===== src/rtl/crc5_query_ctrl.sv =====
// Query frame receive controller: steers decoded bits into an external CRC-5
// checker, captures the command code and Query parameters, and reports the result.
module crc5_query_ctrl #(
    parameter int                 CMD_LEN    = 4,
    parameter int                 QUERY_LEN  = 22,
    parameter logic [CMD_LEN-1:0] QUERY_CODE = 4'b1000
) (
    input  logic               clk_crc5,
    input  logic               rst_for_new_package,
    input  logic               frame_start,
    input  logic               frame_abort,
    input  logic               data,
    input  logic               data_valid,
    input  logic               crc5_check_pass,
    output logic               crc5_rst_n,
    output logic               crc5_data,
    output logic               crc5_sync,
    output logic               crc5_package_complete,
    output logic               busy,
    output logic               query_ok,
    output logic               query_crc_err,
    output logic               not_query,
    output logic [CMD_LEN-1:0] cmd_code,
    output logic [12:0]        query_param,
    output logic [2:0]         state_dbg
);

    localparam int CW = $clog2(QUERY_LEN);

    typedef enum logic [2:0] {
        IDLE   = 3'd0,
        HEADER = 3'd1,
        BODY   = 3'd2,
        WAIT   = 3'd3,
        SAMPLE = 3'd4
    } state_e;

    state_e             state_q, state_d;
    logic [CW-1:0]      cnt_q, cnt_d;
    logic [CMD_LEN-1:0] cmd_q, cmd_d;
    logic [12:0]        shadow_q, shadow_d;
    logic [12:0]        param_q, param_d;
    logic               sync_q, sync_d;
    logic               cdata_q, cdata_d;
    logic               rst_n_q, rst_n_d;
    logic               ok_q, ok_d;
    logic               err_q, err_d;
    logic               nq_q, nq_d;
    logic               accept;

    always_comb begin
        state_d  = state_q;
        cnt_d    = cnt_q;
        cmd_d    = cmd_q;
        shadow_d = shadow_q;
        param_d  = param_q;
        sync_d   = 1'b0;
        cdata_d  = cdata_q;
        rst_n_d  = 1'b1;
        ok_d     = 1'b0;
        err_d    = 1'b0;
        nq_d     = 1'b0;
        accept   = data_valid && (state_q == HEADER || state_q == BODY);

        // A new delimiter wins over everything else in the same cycle.
        if (frame_start) begin
            state_d = HEADER;
            cnt_d   = '0;
            rst_n_d = 1'b0;
        end else if (frame_abort) begin
            state_d = IDLE;
        end else begin
            if (accept) begin
                sync_d  = 1'b1;
                cdata_d = data;
                if (cnt_q != {CW{1'b1}}) cnt_d = cnt_q + 1'b1;
            end
            case (state_q)
                HEADER: begin
                    if (data_valid) begin
                        cmd_d = {cmd_q[CMD_LEN-2:0], data};
                        if (cnt_q == CW'(CMD_LEN - 1)) begin
                            if (cmd_d == QUERY_CODE) begin
                                state_d = BODY;
                            end else begin
                                state_d = IDLE;
                                nq_d    = 1'b1;
                            end
                        end
                    end
                end
                BODY: begin
                    if (data_valid) begin
                        if (cnt_q <= CW'(QUERY_LEN - 6)) shadow_d = {shadow_q[11:0], data};
                        if (cnt_q == CW'(QUERY_LEN - 1)) state_d = WAIT;
                    end
                end
                // One cycle for the checker to absorb the final bit.
                WAIT: state_d = SAMPLE;
                SAMPLE: begin
                    state_d = IDLE;
                    if (crc5_check_pass) begin
                        ok_d    = 1'b1;
                        param_d = shadow_q;
                    end else begin
                        err_d = 1'b1;
                    end
                end
                default: state_d = IDLE;
            endcase
        end
    end

    always_ff @(posedge clk_crc5) begin
        if (rst_for_new_package) begin
            state_q  <= IDLE;
            cnt_q    <= '0;
            cmd_q    <= '0;
            shadow_q <= '0;
            param_q  <= '0;
            sync_q   <= 1'b0;
            cdata_q  <= 1'b0;
            rst_n_q  <= 1'b0;
            ok_q     <= 1'b0;
            err_q    <= 1'b0;
            nq_q     <= 1'b0;
        end else begin
            state_q  <= state_d;
            cnt_q    <= cnt_d;
            cmd_q    <= cmd_d;
            shadow_q <= shadow_d;
            param_q  <= param_d;
            sync_q   <= sync_d;
            cdata_q  <= cdata_d;
            rst_n_q  <= rst_n_d;
            ok_q     <= ok_d;
            err_q    <= err_d;
            nq_q     <= nq_d;
        end
    end

    assign crc5_rst_n            = rst_n_q;
    assign crc5_data             = cdata_q;
    assign crc5_sync             = sync_q;
    assign crc5_package_complete = (state_q == IDLE) || (state_q == WAIT) || (state_q == SAMPLE);
    assign busy                  = (state_q != IDLE);
    assign query_ok              = ok_q;
    assign query_crc_err         = err_q;
    assign not_query             = nq_q;
    assign cmd_code              = cmd_q;
    assign query_param           = param_q;
    assign state_dbg             = state_q;

endmodule


===== config.mk =====
export PLATFORM = sky130hd
export DESIGN_NAME = crc5_query_ctrl
export DESIGN_NICKNAME = d
export VERILOG_FILES = /design/src/rtl/crc5_query_ctrl.sv
export SDC_FILE = /design/constraint.sdc
export NUM_CORES = 1
export LEC_CHECK = 0
export CORE_MARGIN = 2
export CORE_UTILIZATION = 41
export DETAILED_ROUTE_END_ITERATION = 8
export SLEW_MARGIN = 5
export SYNTH_ARGS = -nofsm -noshare
export SYNTH_HDL_FRONTEND = slang
export SYNTH_SLANG_ARGS = --single-unit

===== constraint.sdc =====
create_clock -name clk_crc5 -period 6.1 [get_ports clk_crc5]
set_input_delay 1.22 -clock clk_crc5 [delete_from_list [all_inputs] [get_ports clk_crc5]]
set_output_delay 1.22 -clock clk_crc5 [all_outputs]
set_load 0.1 [all_outputs]

==> impl_metrics.py <==
metrics = {
    "run_status": {
        "status": "complete, no violations",
    },
    "worst_setup_path": {
        "path_class": "flop to primary output",
        "cp_data_required_time_ns": 4.88,
        "slowest_delay_ns": 1.15,
        "cp_slowest_cell": "clkdlybuf4s50_1",
        "crit_fanout": 13,
        "critPathCaptureType": "primary output",
        "cp.arrival_ns": 2.32,
        "path_cells": "nand2_1 -> o21ai_0 -> clkdlybuf4s50_1",
        "start_kind": "flop",
    },
    "clock_network": {
        "clock_path_buffers": 2,
        "cts_max_level": 2,
        "hold_buffers": 0,
        "clkLatencyLatePin_ns": 0.29,
        "clock-root-buffer": "clkbuf_8",
        "post_cts_buffers": 0,
        "cts_buffers": 5,
        "path_clk_slew_ns": 0.09,
        "numClockSinks": 44,
        "ctsResizeCount": 0,
        "cts_tree": "yes",
    },
    "finish": {
        "fin_nets": 247,
        "multiInputGateArea_sq_um": 925,
        "final_cell_mix": "dfxtp_1, clkdlybuf4s50_1, a21oi_1, nand3_1, o21ai_0",
        "antenna_cells": 0,
        "final_common_cell": "dfxtp_1",
        "fill_cells": 422,
        "drive_gt1_share_pct": 5.93,
        "area_growth_pct": 20.5,
        "ff_latch_area_sq_um": 881,
    },
    "floorplanning": {
        "die_width_um": 72.6,
        "initial_core_util_pct": 43.4,
        "fp.coreArea_sq_um": 4440,
        "die_h_um": 72.6,
        "pin_count": 35,
        "die_area_sq_um": 5260,
        "row_count": 24,
    },
    "sta": {
        "finalHoldViolCount": 0,
        "period_needed_ns": 3.54,
        "tightestPinTransition_ns": 1.19,
        "relSlewSlack_pct": 20.5,
        "clock.fmax_mhz": 282,
        "setup_viol": 0,
        "skew_ns": 0.00773,
        "fin_crit_sh_pct": 58.1,
        "rsz0062_at_grt": "no",
        "drv_slew": 0,
        "tns_ns": 0,
    },
    "worst_hold_path": {
        "hold_class": "flop to flop",
    },
    "placed_design": {
        "dp_hpwl_mm": 3.09,
        "place_congestion": 0.798,
        "io_buffers": 34,
    },
    "routing": {
        "num_vias": 1559,
        "wirelength_mm": 4.30,
        "drt_iter0_markers": 61,
        "met1Wirelength_mm": 1.91,
        "met3_length_um": 106,
        "wl_met2_mm": 2.22,
        "highest_layer": "met4",
        "ant_nets": 0,
        "wl_per_cell_um": 14.9,
        "first_pass_iters": 4,
        "viasPerCell": 5.41,
        "drc": 0,
    },
    "power": {
        "power.density_nw_per_um2": 219,
        "leakagePower_uw": 0.000735,
        "power_uw": 508,
        "ir_worst_vdd_mv": 0.117,
    },
    "job": {
        "drv_cap": 0,
    },
    "synth": {
        "yosysWarnings": 0,
        "avgSynthCellArea_sq_um": 9.26,
        "seq_area_frac_synth_pct": 45.7,
        "synthTopCellsByArea": "dfxtp_1, mux2i_1, a21oi_1",
        "ys.flop_type": "dfxtp_1",
        "yosysTopAreaCell": "dfxtp_1",
        "synth-async-reset-ratio_pct": 0,
        "synth_seq_cells": 44,
        "synth.distinct_cells": 36,
        "yosysTopAreaCellShare_pct": 45.7,
        "syn_nets": 219,
        "synth.cell_area_sq_um": 1930,
        "synth_edf_count": 0,
        "syn_inst": 208,
    },
    "grt": {
        "grt_pass1_vias": 1487,
        "grt_pass1_wl_mm": 6.98,
        "antenna_found_initial": 0,
        "grt_max_degree": 37,
        "grt_use_total_pct": 17.1,
        "overflow": 0,
    },
}
==> final cells by class <==
cell class	instances	share of cell area (%)
clock inverter	2	0.539
inverter	6	0.970
multi-input combinational	144	39.8
tap	52	2.80
clock buffer	5	2.96
sequential	44	37.9
timing repair buffer	35	15.0
==> metal layers <==
layer / global-route usage, % / vias up
met3: 4.17 / 6
li1: - / 797
met1: 19.3 / 737
met2: 31.2 / 19
met4: 5.56 / 0
met5: 0 / -
==> per-stage QoR <==
step | cell area [sq um] | hold slack (ns) | setup slack [ns] | cells | util, %
2_1_floorplan | 1930 | 0.444 | 1.42 | 208 | -
3_3_place_gp | 2240 | 0.453 | 2.93 | 281 | 50.4
3_5_place_dp | 2240 | 0.463 | 2.88 | 281 | 50.4
4_1_cts | 2320 | 0.474 | 2.56 | 288 | 52.3
5_1_grt | 2320 | 0.488 | 2.44 | 288 | 52.3
6_report | 2320 | 0.463 | 2.56 | 288 | 52.3
==> report_power, final <==
group	switching (uW)	leakage [uW]	internal, uW
combinational	29.9	0.000340	12.5
clock	97.9	0.0000400	77.6
sequential	1.74	0.000355	288
total	130	0.000735	378
==> sequential cells by signal, indices dropped and copies added, names as in the netlist <==
signal	cells
cmd_code	4
cnt_q	5
crc5_data	1
crc5_rst_n	1
crc5_sync	1
not_query	1
query_crc_err	1
query_ok	1
query_param	13
shadow_q	13
state_dbg	3
==> critical path: cells and delay by family (launching register included) <==
family	cells	cell delay, ns
and+or+nand+nor	1	0.13
DFF	1	0.58
AOI/OAI and AO/OA	1	0.16
buffers and inverters	1	1.15
==> final timing paths <==
kind | startpoint | to | slack (ns) | cells past startpoint
hold reg to reg | shadow_q[12] | query_param[12] | 0.46 | 2
setup / recovery | state_dbg[0] | crc5_package_complete | 2.56 | 3
hold / removal | shadow_q[12] | query_param[12] | 0.46 | 2
setup reg to reg | cnt_q[0] | cnt_q[3] | 3.80 | 6
==> kinds of logic (layout without fill, tap and decap cells) <==
| group | after synthesis | in the layout | share of synthesized area [%] |
|---|---|---|---|
| AO/OA/AOI/OAI | 51 | 51 | 14.2 |
| XOR/XNOR | 2 | 2 | 0.909 |
| adder cells (fa/ha/maj) | 4 | 4 | 2.60 |
| buffers and inverters | 20 | 48 | 6.62 |
| flip-flops | 44 | 44 | 45.7 |
| multiplexers | 13 | 13 | 6.75 |
| AND/OR/NAND/NOR | 74 | 74 | 23.2 |
==> synthesized netlist by cell type, types with 2 or more instances <==
| cell | n |
|---|---|
| nor3b_1 | 3 |
| o21ai_0 | 22 |
| or2_2 | 2 |
| nor2_1 | 4 |
| nor2b_1 | 3 |
| o31ai_1 | 2 |
| dfxtp_1 | 44 |
| ha_1 | 4 |
| or4b_2 | 2 |
| clkbuf_1 | 8 |
| or4_1 | 3 |
| mux2i_1 | 13 |
| nand2b_1 | 19 |
| nor3_1 | 3 |
| a21oi_1 | 24 |
| nand2_1 | 2 |
| nand3_1 | 23 |
| nor4b_1 | 4 |
| inv_1 | 6 |
Note: power is estimated with default switching activity, not from simulation.
